**src/rtl/ldr_ram_writer_if.sv**
```systemverilog
`default_nettype none
// ============================================================================
// Module      : ldr_ram_writer_if
// Description : Loader byte handshake plus 16-bit RAM write port.
// Revision    : 1.0 - initial release
// ============================================================================
interface ldr_ram_writer_if;
  logic        ldr_aen;
  logic [19:0] ldr_addr;
  logic [7:0]  ldr_wdat;
  logic        ldr_wr;
  logic        ldr_ack;
  logic        ram_req;
  logic        ram_ack;
  logic [22:0] ram_addr;
  logic [15:0] ram_wdat;
  logic [1:0]  ram_be;
  logic        ldr_fin;

  // slave: the writer block; master: loader and RAM side
  modport slave (
    input  ldr_aen, ldr_addr, ldr_wdat, ldr_wr, ram_ack,
    output ldr_ack, ram_req, ram_addr, ram_wdat, ram_be, ldr_fin
  );
  modport master (
    output ldr_aen, ldr_addr, ldr_wdat, ldr_wr, ram_ack,
    input  ldr_ack, ram_req, ram_addr, ram_wdat, ram_be, ldr_fin
  );
endinterface
`default_nettype wire

```
**src/rtl/ldr_ram_writer.sv**
```systemverilog
`default_nettype none
// ============================================================================
// Module      : ldr_ram_writer
// Description : Packs loader bytes into 16-bit RAM writes, merging even/odd
//               byte pairs of the same word into a single access.
// Revision    : 1.0 - initial release
// ============================================================================
module ldr_ram_writer #(
  parameter logic [23:0] RAM_BASE = 24'hF00000
) (
  input  wire logic       sysclk,
  input  wire logic       rstn,
  ldr_ram_writer_if.slave bus
);

  typedef enum logic [2:0] {
    ST_IDLE  = 3'd0,
    ST_HOLD  = 3'd1,
    ST_WRITE = 3'd2,
    ST_ACKW  = 3'd3,
    ST_FLUSH = 3'd4,
    ST_FIN   = 3'd5
  } state_t;

  state_t      r_state, w_state_nxt;
  logic [22:0] r_addr,  w_addr_nxt;
  logic [15:0] r_wdat,  w_wdat_nxt;
  logic [1:0]  r_be,    w_be_nxt;
  logic        r_pend,  w_pend_nxt;
  logic        r_aen_q;
  logic [23:0] w_byte_addr;

  assign w_byte_addr = RAM_BASE + {4'h0, bus.ldr_addr};

  always_ff @(posedge sysclk or negedge rstn) begin
    if (!rstn) begin
      r_state <= ST_IDLE;
      r_addr  <= '0;
      r_wdat  <= '0;
      r_be    <= '0;
      r_pend  <= 1'b0;
      r_aen_q <= 1'b0;
    end else begin
      r_state <= w_state_nxt;
      r_addr  <= w_addr_nxt;
      r_wdat  <= w_wdat_nxt;
      r_be    <= w_be_nxt;
      r_pend  <= w_pend_nxt;
      r_aen_q <= bus.ldr_aen;
    end
  end

  always_comb begin
    w_state_nxt = r_state;
    w_addr_nxt  = r_addr;
    w_wdat_nxt  = r_wdat;
    w_be_nxt    = r_be;
    w_pend_nxt  = r_pend;
    case (r_state)
      ST_IDLE: begin
        if (!bus.ldr_aen) begin
          w_state_nxt = ST_FIN;
        end else if (bus.ldr_wr) begin
          w_addr_nxt = w_byte_addr[23:1];
          if (w_byte_addr[0]) begin
            w_wdat_nxt[7:0] = bus.ldr_wdat;
            w_be_nxt        = 2'b01;
            w_pend_nxt      = 1'b0;
            w_state_nxt     = ST_WRITE;
          end else begin
            // Even byte is acked now and only written once its partner or a flush arrives
            w_wdat_nxt[15:8] = bus.ldr_wdat;
            w_pend_nxt       = 1'b1;
            w_state_nxt      = ST_ACKW;
          end
        end
      end
      ST_HOLD: begin
        if (!bus.ldr_aen) begin
          w_be_nxt    = 2'b10;
          w_state_nxt = ST_FLUSH;
        end else if (bus.ldr_wr) begin
          if (w_byte_addr[23:1] != r_addr) begin
            // New byte stays unacked; IDLE picks it up after the flush
            w_be_nxt    = 2'b10;
            w_state_nxt = ST_FLUSH;
          end else if (w_byte_addr[0]) begin
            w_wdat_nxt[7:0] = bus.ldr_wdat;
            w_be_nxt        = 2'b11;
            w_pend_nxt      = 1'b0;
            w_state_nxt     = ST_WRITE;
          end else begin
            w_wdat_nxt[15:8] = bus.ldr_wdat;
            w_state_nxt      = ST_ACKW;
          end
        end
      end
      ST_WRITE: begin
        if (bus.ram_ack) w_state_nxt = ST_ACKW;
      end
      ST_FLUSH: begin
        if (bus.ram_ack) begin
          w_pend_nxt  = 1'b0;
          w_state_nxt = bus.ldr_aen ? ST_IDLE : ST_FIN;
        end
      end
      ST_ACKW: begin
        if (!bus.ldr_wr) w_state_nxt = r_pend ? ST_HOLD : ST_IDLE;
      end
      ST_FIN: begin
        if (bus.ldr_aen && !r_aen_q) w_state_nxt = ST_IDLE;
      end
      default: w_state_nxt = ST_IDLE;
    endcase
  end

  assign bus.ldr_ack  = (r_state == ST_ACKW);
  assign bus.ram_req  = (r_state == ST_WRITE) || (r_state == ST_FLUSH);
  assign bus.ldr_fin  = (r_state == ST_FIN);
  assign bus.ram_addr = r_addr;
  assign bus.ram_wdat = r_wdat;
  assign bus.ram_be   = r_be;

endmodule
`default_nettype wire

```
**src/flat_wrapper.sv**
```systemverilog
// flat-port wrapper written by rule: the top's interface ports become plain ports
module ldr_ram_writer_flat 
#(
  parameter logic [23:0] RAM_BASE = 24'hF00000
)
  (sysclk, rstn, bus_ldr_aen, bus_ldr_addr, bus_ldr_wdat, bus_ldr_wr, bus_ram_ack, bus_ldr_ack, bus_ram_req, bus_ram_addr, bus_ram_wdat, bus_ram_be, bus_ldr_fin);
  ldr_ram_writer_if bus_i ();
  input  wire logic sysclk;
  input  wire logic rstn;
  input wire logic [$bits(bus_i.ldr_aen)-1:0] bus_ldr_aen;
  input wire logic [$bits(bus_i.ldr_addr)-1:0] bus_ldr_addr;
  input wire logic [$bits(bus_i.ldr_wdat)-1:0] bus_ldr_wdat;
  input wire logic [$bits(bus_i.ldr_wr)-1:0] bus_ldr_wr;
  input wire logic [$bits(bus_i.ram_ack)-1:0] bus_ram_ack;
  output wire logic [$bits(bus_i.ldr_ack)-1:0] bus_ldr_ack;
  output wire logic [$bits(bus_i.ram_req)-1:0] bus_ram_req;
  output wire logic [$bits(bus_i.ram_addr)-1:0] bus_ram_addr;
  output wire logic [$bits(bus_i.ram_wdat)-1:0] bus_ram_wdat;
  output wire logic [$bits(bus_i.ram_be)-1:0] bus_ram_be;
  output wire logic [$bits(bus_i.ldr_fin)-1:0] bus_ldr_fin;
  assign bus_i.ldr_aen = bus_ldr_aen;
  assign bus_i.ldr_addr = bus_ldr_addr;
  assign bus_i.ldr_wdat = bus_ldr_wdat;
  assign bus_i.ldr_wr = bus_ldr_wr;
  assign bus_i.ram_ack = bus_ram_ack;
  assign bus_ldr_ack = bus_i.ldr_ack;
  assign bus_ram_req = bus_i.ram_req;
  assign bus_ram_addr = bus_i.ram_addr;
  assign bus_ram_wdat = bus_i.ram_wdat;
  assign bus_ram_be = bus_i.ram_be;
  assign bus_ldr_fin = bus_i.ldr_fin;
  ldr_ram_writer #(.RAM_BASE(RAM_BASE)) u_core (.sysclk(sysclk), .rstn(rstn), .bus(bus_i));
endmodule
```
**config.mk**
```make
export PLATFORM = sky130hd
export DESIGN_NAME = ldr_ram_writer_flat
export DESIGN_NICKNAME = d
export VERILOG_FILES = /design/src/rtl/ldr_ram_writer_if.sv /design/src/rtl/ldr_ram_writer.sv /design/src/flat_wrapper.sv
export SDC_FILE = /design/constraint.sdc
export NUM_CORES = 1
export LEC_CHECK = 0
export ABC_AREA = 1
export CAP_MARGIN = 25
export CORE_MARGIN = 5
export CORE_UTILIZATION = 42
export DETAILED_ROUTE_END_ITERATION = 7
export PLACE_DENSITY = 0.77
export SLEW_MARGIN = 25
export SYNTH_ARGS = -nofsm -noshare
export SYNTH_HDL_FRONTEND = slang
export SYNTH_SLANG_ARGS = --single-unit
```
**constraint.sdc**
```tcl
create_clock -name sysclk -period 1.45 [get_ports sysclk]
set_input_delay 0.3625 -clock sysclk [delete_from_list [all_inputs] [get_ports sysclk]]
set_output_delay 0.3625 -clock sysclk [all_outputs]
set_load 0.01 [all_outputs]
```
==> metrics.md, run 1 <==
| Metric | Value |
|---|---|
| PD cells | `1980 nW/µm²` |
| Initial Util | `0.437` |
| H-tree levels | `2` |
| CTS hold repair buffers | `0` |
| Post-Syn Area | `2420 µm²` |
| Main combinational cell family by area after synthesis | `simple AND/OR/NAND/NOR gates` |
| Synth Area in Simple Gates | `0.373` |
| Net count, final | `549` |
| Worst setup margin | `-301 ps` |
| Ys flop type | `dfrtp_1` |
| Status | `finished, violations left` |
| Core Region | `5540 µm²` |
| Min cycle time layout | `1750 ps` |
| Root buffer cell | `clkbuf_8` |
| Reg area | `1080 µm²` |
| Hpwl dp | `5340 µm` |
| Wire per inst | `16.6 µm` |
| First-pass GRT wire length | `14300 µm` |
| Detailed Route WL | `9770 µm` |
| Die Span X | `85.9 µm` |
| Final Hold Fails | `0` |
| XOR/XNOR share of the synthesized area | `0.0109` |
| I/O pin count | `77` |
| Yosys warnings | `0` |
| GRT Total Usage | `0.248` |
| Compound-Gate Fraction of Synth Area | `0.0662` |
| FILL cells | `338` |
| CTS clk-pin slew, worst paths | `100 ps` |
| Worst min path class | `in -> async` |
| CP endpoint kind | `register` |
| Register area share after synthesis | `0.445` |
| EDFF count, synth | `0` |
| Synth Instances | `348` |
| Post-Synthesis Net Count | `381` |
| Setup Skew | `8.25 ps` |
| Adder-Cell Fraction of Synth Area | `0` |
| Post-synth top cells | `nand2_1 (145), inv_1 (45), dfrtp_1 (43), nor2_1 (27), o21ai_0 (20)` |
| Pleak | `0.00239 µW` |
| Synth Register Bits | `43` |
| Share of the synthesized area in the top cell type | `0.445` |
| Ratio of cells with drive above 1 in the final layout | `0.441` |
| Worst Path Required | `1700 ps` |
| Max_slew headroom | `0.835` |
| 1st-pass router iterations | `4` |
| Reg2reg setup slack | `-300 ps` |
| Die height | `85.9 µm` |
| Unrepaired setup endpoints after global routing | `true` |
| Multiplexer share of the synthesized area | `0.00931` |
| Post-DRT Antenna Nets | `0` |
| DRT iter0 DRCs | `179` |
| Multi-input gate area | `1480 µm²` |
| Actual slew at the worst max-slew pin | `248 ps` |
| Vias in the first global route | `3116` |
| Clock Latency Late Sink | `320 ps` |
| CTS tree | `done` |
| Vias | `3048` |
| GRT overflow | `0` |
| F_max | `0.571 GHz` |
| Max Slew Vio Count | `0` |
| Post-layout util | `0.809` |
| Most common cell in the netlist | `nand2_1` |
| CP Launch Type | `register` |
| TritonCTS Buffers | `5` |
| Syn avg cell area | `6.95 µm²` |
| GPL Wtd Cong | `0.930` |
| Vias per cell | `5.17` |
| Layout area overhead | `85.2%` |
| CTS sink count | `43` |
| Setup TNS Final | `-6420 ps` |
| Max Cap Violations | `0` |
| DR DRC count | `0` |
| Failing checks | `negative setup slack` |
| Port Buffers | `76` |
| Largest cells by area after synthesis | `dfrtp_1 (44%), nand2_1 (22%), inv_1 (7.0%), nor2_1 (4.2%), o21ai_0 (4.1%)` |
| Arrival time worst endpoint | `2010 ps` |
| Endpoints failing setup | `46` |
| Period utilization | `1.21` |
| Crit Path Max Fanout | `3` |
| Max Root-Sink Buffers | `2` |
| WS Path Type | `reg -> reg` |
| Die area | `7380 µm²` |
| VDD IR max | `1190 µV` |
| Post-synth cell types | `27` |
| Largest net degree at the start of global routing | `44` |
| Largest area contributor in the netlist | `dfrtp_1` |
| Row cnt | `27` |
| Initial antenna violation count | `1` |
| Final Power | `8880 µW` |
| Ys async rst share | `1.00` |
[per-stage QoR]
step	std cells	area, µm²	hold slack, ps	worst slack (ps)
floorplan	348	2430	66.9	3.29
finish	590	4480	8.82	-301
global placement	544	3670	352	-535
global route	590	4480	14.6	-403
detailed placement	544	3670	356	-589
CTS	584	4290	23.8	-212
[layer usage]
metal | up-vias | share of wire | track usage
met3 | 42 | 0.054 | 0.0528
met4 | 0 | 0.043 | 0.111
met1 | 1464 | 0.37 | 0.277
met5 | - | 0 | 0
met2 | 118 | 0.53 | 0.449
li1 | 1424 | - | -
[sequential cells by signal, summed over array words and instances (netlist names)]
register and cells:
u_core.bus.ram_addr 20, u_core.bus.ram_wdat 16, u_core.r_state 3, u_core.bus.ram_be 2, u_core.r_aen_q 1, u_core.r_pend 1
[cell type report]
| type | instances | area share |
|---|---|---|
| clock inverter | 3 | 0.00559 |
| tap | 72 | 0.0201 |
| sequential | 43 | 0.241 |
| antenna | 1 | 0.000559 |
| timing repair buffer | 168 | 0.345 |
| inverter | 48 | 0.0413 |
| clock buffer | 5 | 0.0154 |
| multi-input combinational | 250 | 0.331 |
[critical path, stage by stage, from the launching register on]
cell and delay, ps:
dfrtp_1 390, buf_4 150, nand2_4 70, nand2_2 50, inv_1 60, nand2_1 70
nor2_1 140, nand2_1 80, nor2_2 150, nand4_1 220, nand2_2 150, nand2_1 70
nand2_1 80
[kinds of logic after synthesis]
group	count (synthesis)
AOI/OAI and AO/OA	30
xor gates and xnor gates	3
buffers and inverters	57
DFF	43
muxes	2
and+or+nand+nor	213
[what timing repair did]
action | CTS | global route
setup buffers | 25 | 11
cloned | 7 | 0
pin swaps | 32 | 24
resized for setup | 212 | 81
setup endpoints to repair | 85 | 60
[worst paths after layout]
check / from / end / cells past startpoint
setup / recovery: u_core.bus.ram_addr[15]$_DFFE_PN0P_ / u_core.bus.ram_be[0]$_DFFE_PN0P_ / 12
min in group sysclk: bus_ldr_aen / u_core.r_aen_q$_DFF_PN0_ / 1
hold / removal: rstn / u_core.bus.ram_addr[1]$_DFFE_PN0P_ / 2
setup reg to reg: u_core.bus.ram_addr[15]$_DFFE_PN0P_ / u_core.bus.ram_be[0]$_DFFE_PN0P_ / 12
hold reg to reg: u_core.bus.ram_wdat[11]$_DFFE_PN0P_ / u_core.bus.ram_wdat[11]$_DFFE_PN0P_ / 2
max in group asynchronous: rstn / u_core.bus.ram_addr[21]$_DFFE_PN0P_ / 2
[where the power goes]
group,total [µW],leakage [µW],internal [µW],switching (µW)
combinational,5880,0.00182,2970,2910
clock,833,0.0000443,345,488
sequential,2170,0.000526,1730,439
total,8880,0.00239,5040,3840
[placed cells by master, fill, tap and decap left out, types with 7 or more instances in the layout]
| cell | synthesis | layout |
|---|---|---|
| nand2_1 | 145 | 98 |
| o21ai_2 | 1 | 8 |
| nand4_1 | 10 | 10 |
| nand2_2 | 2 | 41 |
| inv_2 | 2 | 12 |
| buf_6 | 0 | 39 |
| dfrtp_1 | 43 | 39 |
| nand3_1 | 17 | 11 |
| dlygate4sd2_1 | 0 | 41 |
| clkdlybuf4s50_1 | 0 | 13 |
| inv_1 | 45 | 34 |
| o21ai_1 | 0 | 10 |
| nor2_1 | 27 | 19 |
| nand2_4 | 0 | 7 |
| buf_4 | 4 | 58 |
(Power assumes the default switching activity.)
==> run 2: changes to the inputs <==
CAP_MARGIN = 5   (was 25)
GPL_ROUTABILITY_DRIVEN = 0   (was default)
GPL_TIMING_DRIVEN = 0   (was default)
==> metrics.md, run 2 (same netlist as run 1, synthesis figures left out) <==
| Metric | Value |
|---|---|
| Clock Power Share | `0.124 (+0.030)` |
| PD cells | `1890 nW/µm² (-4.5%)` |
| Die height | `85.9 µm (unchanged)` |
| Layout area overhead | `69.0%` |
| Period utilization | `1.15 (-0.0550)` |
| Max_slew headroom | `0.765 (-0.0700)` |
| DRT iter0 DRCs | `198 (+11%)` |
| Worst setup margin | `-221 ps (+79.8 ps)` |
| First-pass GRT wire length | `13200 µm (-7.8%)` |
| F_max | `0.598 GHz (+4.8%)` |
| Non-Filler Instances | `543 (-8.0%)` |
| CTS tree | `done` |
| Status | `finished, violations left` |
| Row cnt | `27 (unchanged)` |
| Net count, final | `503 (-8.4%)` |
| Ratio of cells with drive above 1 in the final layout | `0.323 (-0.118)` |
| CP max stage cell | `dfrtp_2` |
| Port Buffers | `76 (unchanged)` |
| Setup Skew | `6.81 ps (-1.44 ps)` |
| Max Cap Violations | `0 (unchanged)` |
| Worst-path cell chain | `nor3_4 > or2_1 > buf_2` |
| WS Path Type | `reg -> out` |
| CTS clk-pin slew, worst paths | `90 ps (about the same)` |
| 1st-pass router iterations | `5 (+1)` |
| Vias in the first global route | `2798 (-10%)` |
| Min cycle time layout | `1670 ps (-79.8 ps)` |
| Clock Latency Late Sink | `300 ps (-20 ps)` |
| Post-DRT Antenna Nets | `0 (unchanged)` |
| Max Root-Sink Buffers | `2 (unchanged)` |
| Final Power | `7740 µW (-13%)` |
| Initial antenna violation count | `0 (-1)` |
| Core Region | `5540 µm² (unchanged)` |
| Die Span X | `85.9 µm (unchanged)` |
| Reg power frac | `0.291 (+0.047)` |
| H-tree levels | `2 (unchanged)` |
| DR DRC count | `0 (unchanged)` |
| I/O pin count | `77 (unchanged)` |
| Crit Path Max Fanout | `4 (+1)` |
| Max Slew Vio Count | `0 (unchanged)` |
| Worst Path Required | `1090 ps (-610 ps)` |
| P_int | `4360 µW (-14%)` |
| Setup TNS Final | `-5630 ps (+786 ps)` |
| Arrival time worst endpoint | `1310 ps (-700 ps)` |
| VDD IR max | `1030 µV (-14%)` |
| Commonest non-fill, non-tap cells in the layout | `nand2_1 (111), dlygate4sd2_1 (57), inv_1 (39), dfrtp_1 (38), nand2_2 (27)` |
| Endpoints failing setup | `44 (-4.3%)` |
| Worst min path class | `in -> reg` |
| Ant diodes | `0 (-1)` |
| GRT Total Usage | `0.225 (-0.0234)` |
| Switching pwr | `3380 µW (-12%)` |
| Vias per cell | `5.14 (-0.58%)` |
| Unrepaired setup endpoints after global routing | `true` |
| Pleak | `0.00220 µW (-8.1%)` |
| Combinational Power Share | `0.585 (-0.077)` |
| CTS sink count | `43 (unchanged)` |
| Post-layout util | `0.738 (-0.0705)` |
| Pre-CTS setup slack | `-738 ps (-149 ps)` |
| Actual slew at the worst max-slew pin | `353 ps (+105 ps)` |
| Failing checks | `negative setup slack` |
| CP Launch Type | `register` |
| Max reg flops | `20 (unchanged)` |
| CP endpoint kind | `output port` |
| Final Hold Fails | `0 (unchanged)` |
| Largest net degree at the start of global routing | `31 (-30%)` |
| TritonCTS Buffers | `5 (unchanged)` |
| Slowest Stage Delay on Critical Path | `470 ps (+80 ps)` |
| Die area | `7380 µm² (unchanged)` |
| Hpwl dp | `4920 µm (-7.8%)` |
| Placed Cells | `497 (-8.6%)` |
| Most common cell after layout, fill and taps aside | `nand2_1` |
| Root buffer cell | `clkbuf_8` |
| Detailed Route WL | `8400 µm (-14%)` |
| GRT overflow | `0 (unchanged)` |
| Net Sw Frac | `0.437 (+0.00500)` |
| Vias | `2789 (-8.5%)` |
| Initial Util | `0.437 (unchanged)` |
| Wire per inst | `15.5 µm (-6.6%)` |
[run 2: changes by cell type in the layout (fill, tap and decap cells not counted), sizes merged, moves of 3 or more]
cell,delta
buf,-57
clkbuf,-3
clkdlybuf4s50,-3
dlygate4sd2,+16
[run 2: power by group through the flow]
stage,clock network (µW),logic (µW),registers [µW]
CTS,968,3960,2190
finish,958,4530,2250
floorplan,0,1640,2340
detailed placement,0,3370,2180
global placement,0,3310,2150
global route,1030,4940,2330
[run 2: path summary, 6_finish.rpt]
check	startpoint	endpoint	slack [ps]	cells past startpoint
hold / removal	bus_ldr_aen	u_core.r_aen_q$_DFF_PN0_	330	1
hold reg to reg	u_core.bus.ram_be[1]$_DFFE_PN0P_	u_core.bus.ram_be[1]$_DFFE_PN0P_	470	2
min in group asynchronous	rstn	u_core.r_aen_q$_DFF_PN0_	480	2
setup reg to reg	u_core.r_state[1]$_DFFE_PN0P_	u_core.bus.ram_wdat[10]$_DFFE_PN0P_	-180	10
max in group asynchronous	rstn	u_core.bus.ram_addr[8]$_DFFE_PN0P_	470	3
setup / recovery	u_core.r_state[0]$_DFFE_PN0P_	bus_ram_req	-220	3
[run 2: timing repair]
action | 4_1_cts | 5_1_grt
pin swaps | 48 | 23
hold buffers | 1 | 0
endpoints found under the setup margin | 86 | 46
endpoints found under the hold margin | 13 | 0
setup buffers | 23 | 9
resized for setup | 184 | 45
gates cloned | 6 | 0
[run 2: critical path: cells and delay by family, from the launching register on]
family | cells | cell delay [ps]
buf+inv | 1 | 130
flops | 1 | 470
simple gates | 2 | 400
[run 2: through the flow]
stage,instance area [µm²],hold WS [ps]
5_1_grt,4090,333
3_5_place_dp,3290,285
4_1_cts,3880,327
6_report,4090,329
2_1_floorplan,2430,66.9
3_3_place_gp,3280,455
[run 2: final cells by class]
| cell class | instances | area (µm²) |
|---|---|---|
| Sequential cell | 43 | 1080 |
| Inverter | 48 | 188 |
| Clock buffer | 5 | 68.8 |
| Clock inverter | 3 | 43.8 |
| Fill cell | 439 | 1450 |
| Tap cell | 72 | 90.1 |
| Buffer | 8 | 133 |
| Timing Repair Buffer | 114 | 1030 |
| Multi-Input combinational cell | 250 | 1450 |
[run 2: metal layers]
metal | vias up | share of wire | GRT usage
li1 | 1335 | - | -
met1 | 1340 | 0.38 | 0.277
met2 | 94 | 0.54 | 0.395
met3 | 20 | 0.053 | 0.0355
met4 | 0 | 0.026 | 0.0806
met5 | - | 0 | 0
==> run 3: changes to the inputs <==
MAX_ROUTING_LAYER = met4   (was default)
SLEW_MARGIN = default   (was 25)
==> metrics.md, run 3 (same netlist as run 1, synthesis figures left out) <==
| Metric | Value |
|---|---|
| Die height | `85.9 µm (unchanged)` |
| Pre-CTS setup slack | `-745 ps (-6.92 ps)` |
| Min Hold Slack | `324 ps (-4.89 ps)` |
| DR DRC count | `0 (unchanged)` |
| Commonest non-fill, non-tap cells in the layout | `nand2_1 (111), dlygate4sd2_1 (53), dfrtp_1 (38), inv_1 (36), buf_4 (34)` |
| Crit Reg-Reg Endpoint | `u_core.bus.ram_be[1]$_DFFE_PN0P_` |
| CP max stage cell | `dfrtp_2` |
| F_max | `0.586 GHz (-2.2%)` |
| Status | `finished, violations left` |
| GRT Total Usage | `0.225 (+0.000355)` |
| Slowest Stage Delay on Critical Path | `450 ps (-20 ps)` |
| 1st-pass router iterations | `4 (-1)` |
| Hold path start | `bus_ldr_aen` |
| Arrival time worst endpoint | `1350 ps (+40 ps)` |
| Busiest grt layer | `met2` |
| Crit Path Max Fanout | `4 (unchanged)` |
| R2r worst-path depth | `11 (+1)` |
| Pleak | `0.00221 µW (+0.81%)` |
| Non-Filler Instances | `548 (+0.92%)` |
| Initial antenna violation count | `0 (unchanged)` |
| Wire per inst | `15.0 µm (-2.8%)` |
| WS Path Type | `reg -> out` |
| First-pass GRT wire length | `12900 µm (-2.2%)` |
| Setup TNS Final | `-5820 ps (-195 ps)` |
| Port Buffers | `76 (unchanged)` |
| Max Root-Sink Buffers | `2 (unchanged)` |
| Ant diodes | `0 (unchanged)` |
| Met2 Usage GRT | `0.386 (-0.00911)` |
| Unrepaired setup endpoints after global routing | `true` |
| I/O pin count | `77 (unchanged)` |
| GRT overflow | `0 (unchanged)` |
| VDD IR max | `995 µV (-3.1%)` |
| Die area | `7380 µm² (unchanged)` |
| Launch point of the worst reg-to-reg path | `u_core.bus.ram_addr[1]$_DFFE_PN0P_` |
| Worst Path Required | `1090 ps (about the same)` |
| Ratio of cells with drive above 1 in the final layout | `0.342 (+0.0197)` |
| Max Cap Violations | `0 (unchanged)` |
| Core Region | `5540 µm² (unchanged)` |
| Most common cell after layout, fill and taps aside | `nand2_1` |
| H-tree levels | `2 (unchanged)` |
| Layout area overhead | `68.6%` |
| Net count, final | `508 (+0.99%)` |
| Worst Setup SP | `u_core.r_state[0]$_DFFE_PN0P_` |
| Max_slew headroom | `0.765 (about the same)` |
| Placed Cells | `497 (unchanged)` |
| Endpoints failing setup | `45 (+2.3%)` |
| CTS sink count | `43 (unchanged)` |
| Vias per cell | `5.10 (-0.66%)` |
| Actual slew at the worst max-slew pin | `353 ps (+0.409 ps)` |
| Die Span X | `85.9 µm (unchanged)` |
| Grt met1 use | `0.265 (-0.0124)` |
| Met3 usage | `0.0327 (-0.00288)` |
| TritonCTS Buffers | `5 (unchanged)` |
| CP Launch Type | `register` |
| Clock Latency Late Sink | `300 ps (about the same)` |
| Root buffer cell | `clkbuf_8` |
| Max Slew Vio Count | `0 (unchanged)` |
| Min cycle time layout | `1710 ps (+36.8 ps)` |
| CP endpoint kind | `output port` |
| Worst setup margin | `-258 ps (-36.8 ps)` |
| PD cells | `1900 nW/µm² (+0.52%)` |
| Critical path endpoint | `bus_ram_req` |
| Vias in the first global route | `2760 (-1.4%)` |
| Post-DRT Antenna Nets | `0 (unchanged)` |
| Hpwl dp | `4920 µm (about the same)` |
| Failing checks | `negative setup slack` |
| Final Hold Fails | `0 (unchanged)` |
| Max reg flops | `20 (unchanged)` |
| Period utilization | `1.18 (+0.0254)` |
| Reg2reg setup slack | `-220 ps (-40 ps)` |
| Initial Util | `0.437 (unchanged)` |
| Detailed Route WL | `8240 µm (-1.9%)` |
| Setup Skew | `6.75 ps (-0.0652 ps)` |
| CTS tree | `done` |
| Post-layout util | `0.736 (-0.00203)` |
| Vias | `2796 (+0.25%)` |
| DRT iter0 DRCs | `171 (-14%)` |
| CTS clk-pin slew, worst paths | `90 ps (about the same)` |
| Row cnt | `27 (unchanged)` |
| Worst min path class | `in -> reg` |
| Largest net degree at the start of global routing | `31 (unchanged)` |
| Worst-path cell chain | `buf_4 > nor3_4 > or2_1 > buf_2` |
==> run 3: through the flow <==
| stage | cell area [µm²] | total power (µW) |
|---|---|---|
| after CTS | 3870 | 7050 |
| after floorplan | 2430 | 3980 |
| after detailed placement | 3290 | 5540 |
| final | 4080 | 7760 |
| after global placement | 3280 | 5460 |
| after global routing | 4080 | 8300 |
==> run 3: worst max-delay path, delay by kind of cell (launching register included) <==
kind | cells | cell delay [ps]
buffers and inverters | 2 | 300
flip-flops | 1 | 450
AND/OR/NAND/NOR | 2 | 290
==> run 3: timing repair <==
item / 4_1_cts / 5_1_grt
gates resized for setup: 173 / 60
pin swaps: 24 / 26
cloned: 6 / 0
hold endpoints to repair: 13 / 0
setup buffers: 25 / 14
hold buffers: 1 / 0
endpoints found under the setup margin: 86 / 46
==> run 3: final cells by class <==
type	count	area [µm²]
fillers	436	1460
inverters	48	185
clock buffers	5	68.8
multi-input cells	250	1420
flip-flops and latches	43	1080
repair buffers	120	1080
well taps	72	90.1
clock inverters	3	43.8
plain buffers	7	116
==> run 3: worst min-delay path by stage <==
| stage | end | slack, ps | depth (start not counted) |
|---|---|---|---|
| 6_report | u_core.r_aen_q$_DFF_PN0_ | 320 | 1 |
| 5_1_grt | u_core.r_aen_q$_DFF_PN0_ | 320 | 1 |
| 4_1_cts | u_core.r_aen_q$_DFF_PN0_ | 330 | 1 |
| 3_5_place_dp | u_core.bus.ram_addr[1]$_DFFE_PN0P_ | 290 | 1 |
| 3_3_place_gp | u_core.bus.ram_wdat[3]$_DFFE_PN0P_ | 450 | 2 |
| 2_1_floorplan | u_core.bus.ram_addr[0]$_DFFE_PN0P_ | 70 | 0 |
==> run 3: where the power goes <==
| group | switching, µW | total, µW | internal (µW) |
|---|---|---|---|
| Combinational | 2420 | 4570 | 2160 |
| Sequential | 494 | 2230 | 1730 |
| Clock | 441 | 955 | 513 |
| Total | 3350 | 7760 | 4410 |
==> run 3: routing by layer <==
| metal | share of wire | vias up |
|---|---|---|
| met4 | 0.022 | 0 |
| met2 | 0.52 | 83 |
| li1 | - | 1342 |
| met1 | 0.41 | 1353 |
| met5 | 0 | - |
| met3 | 0.049 | 18 |
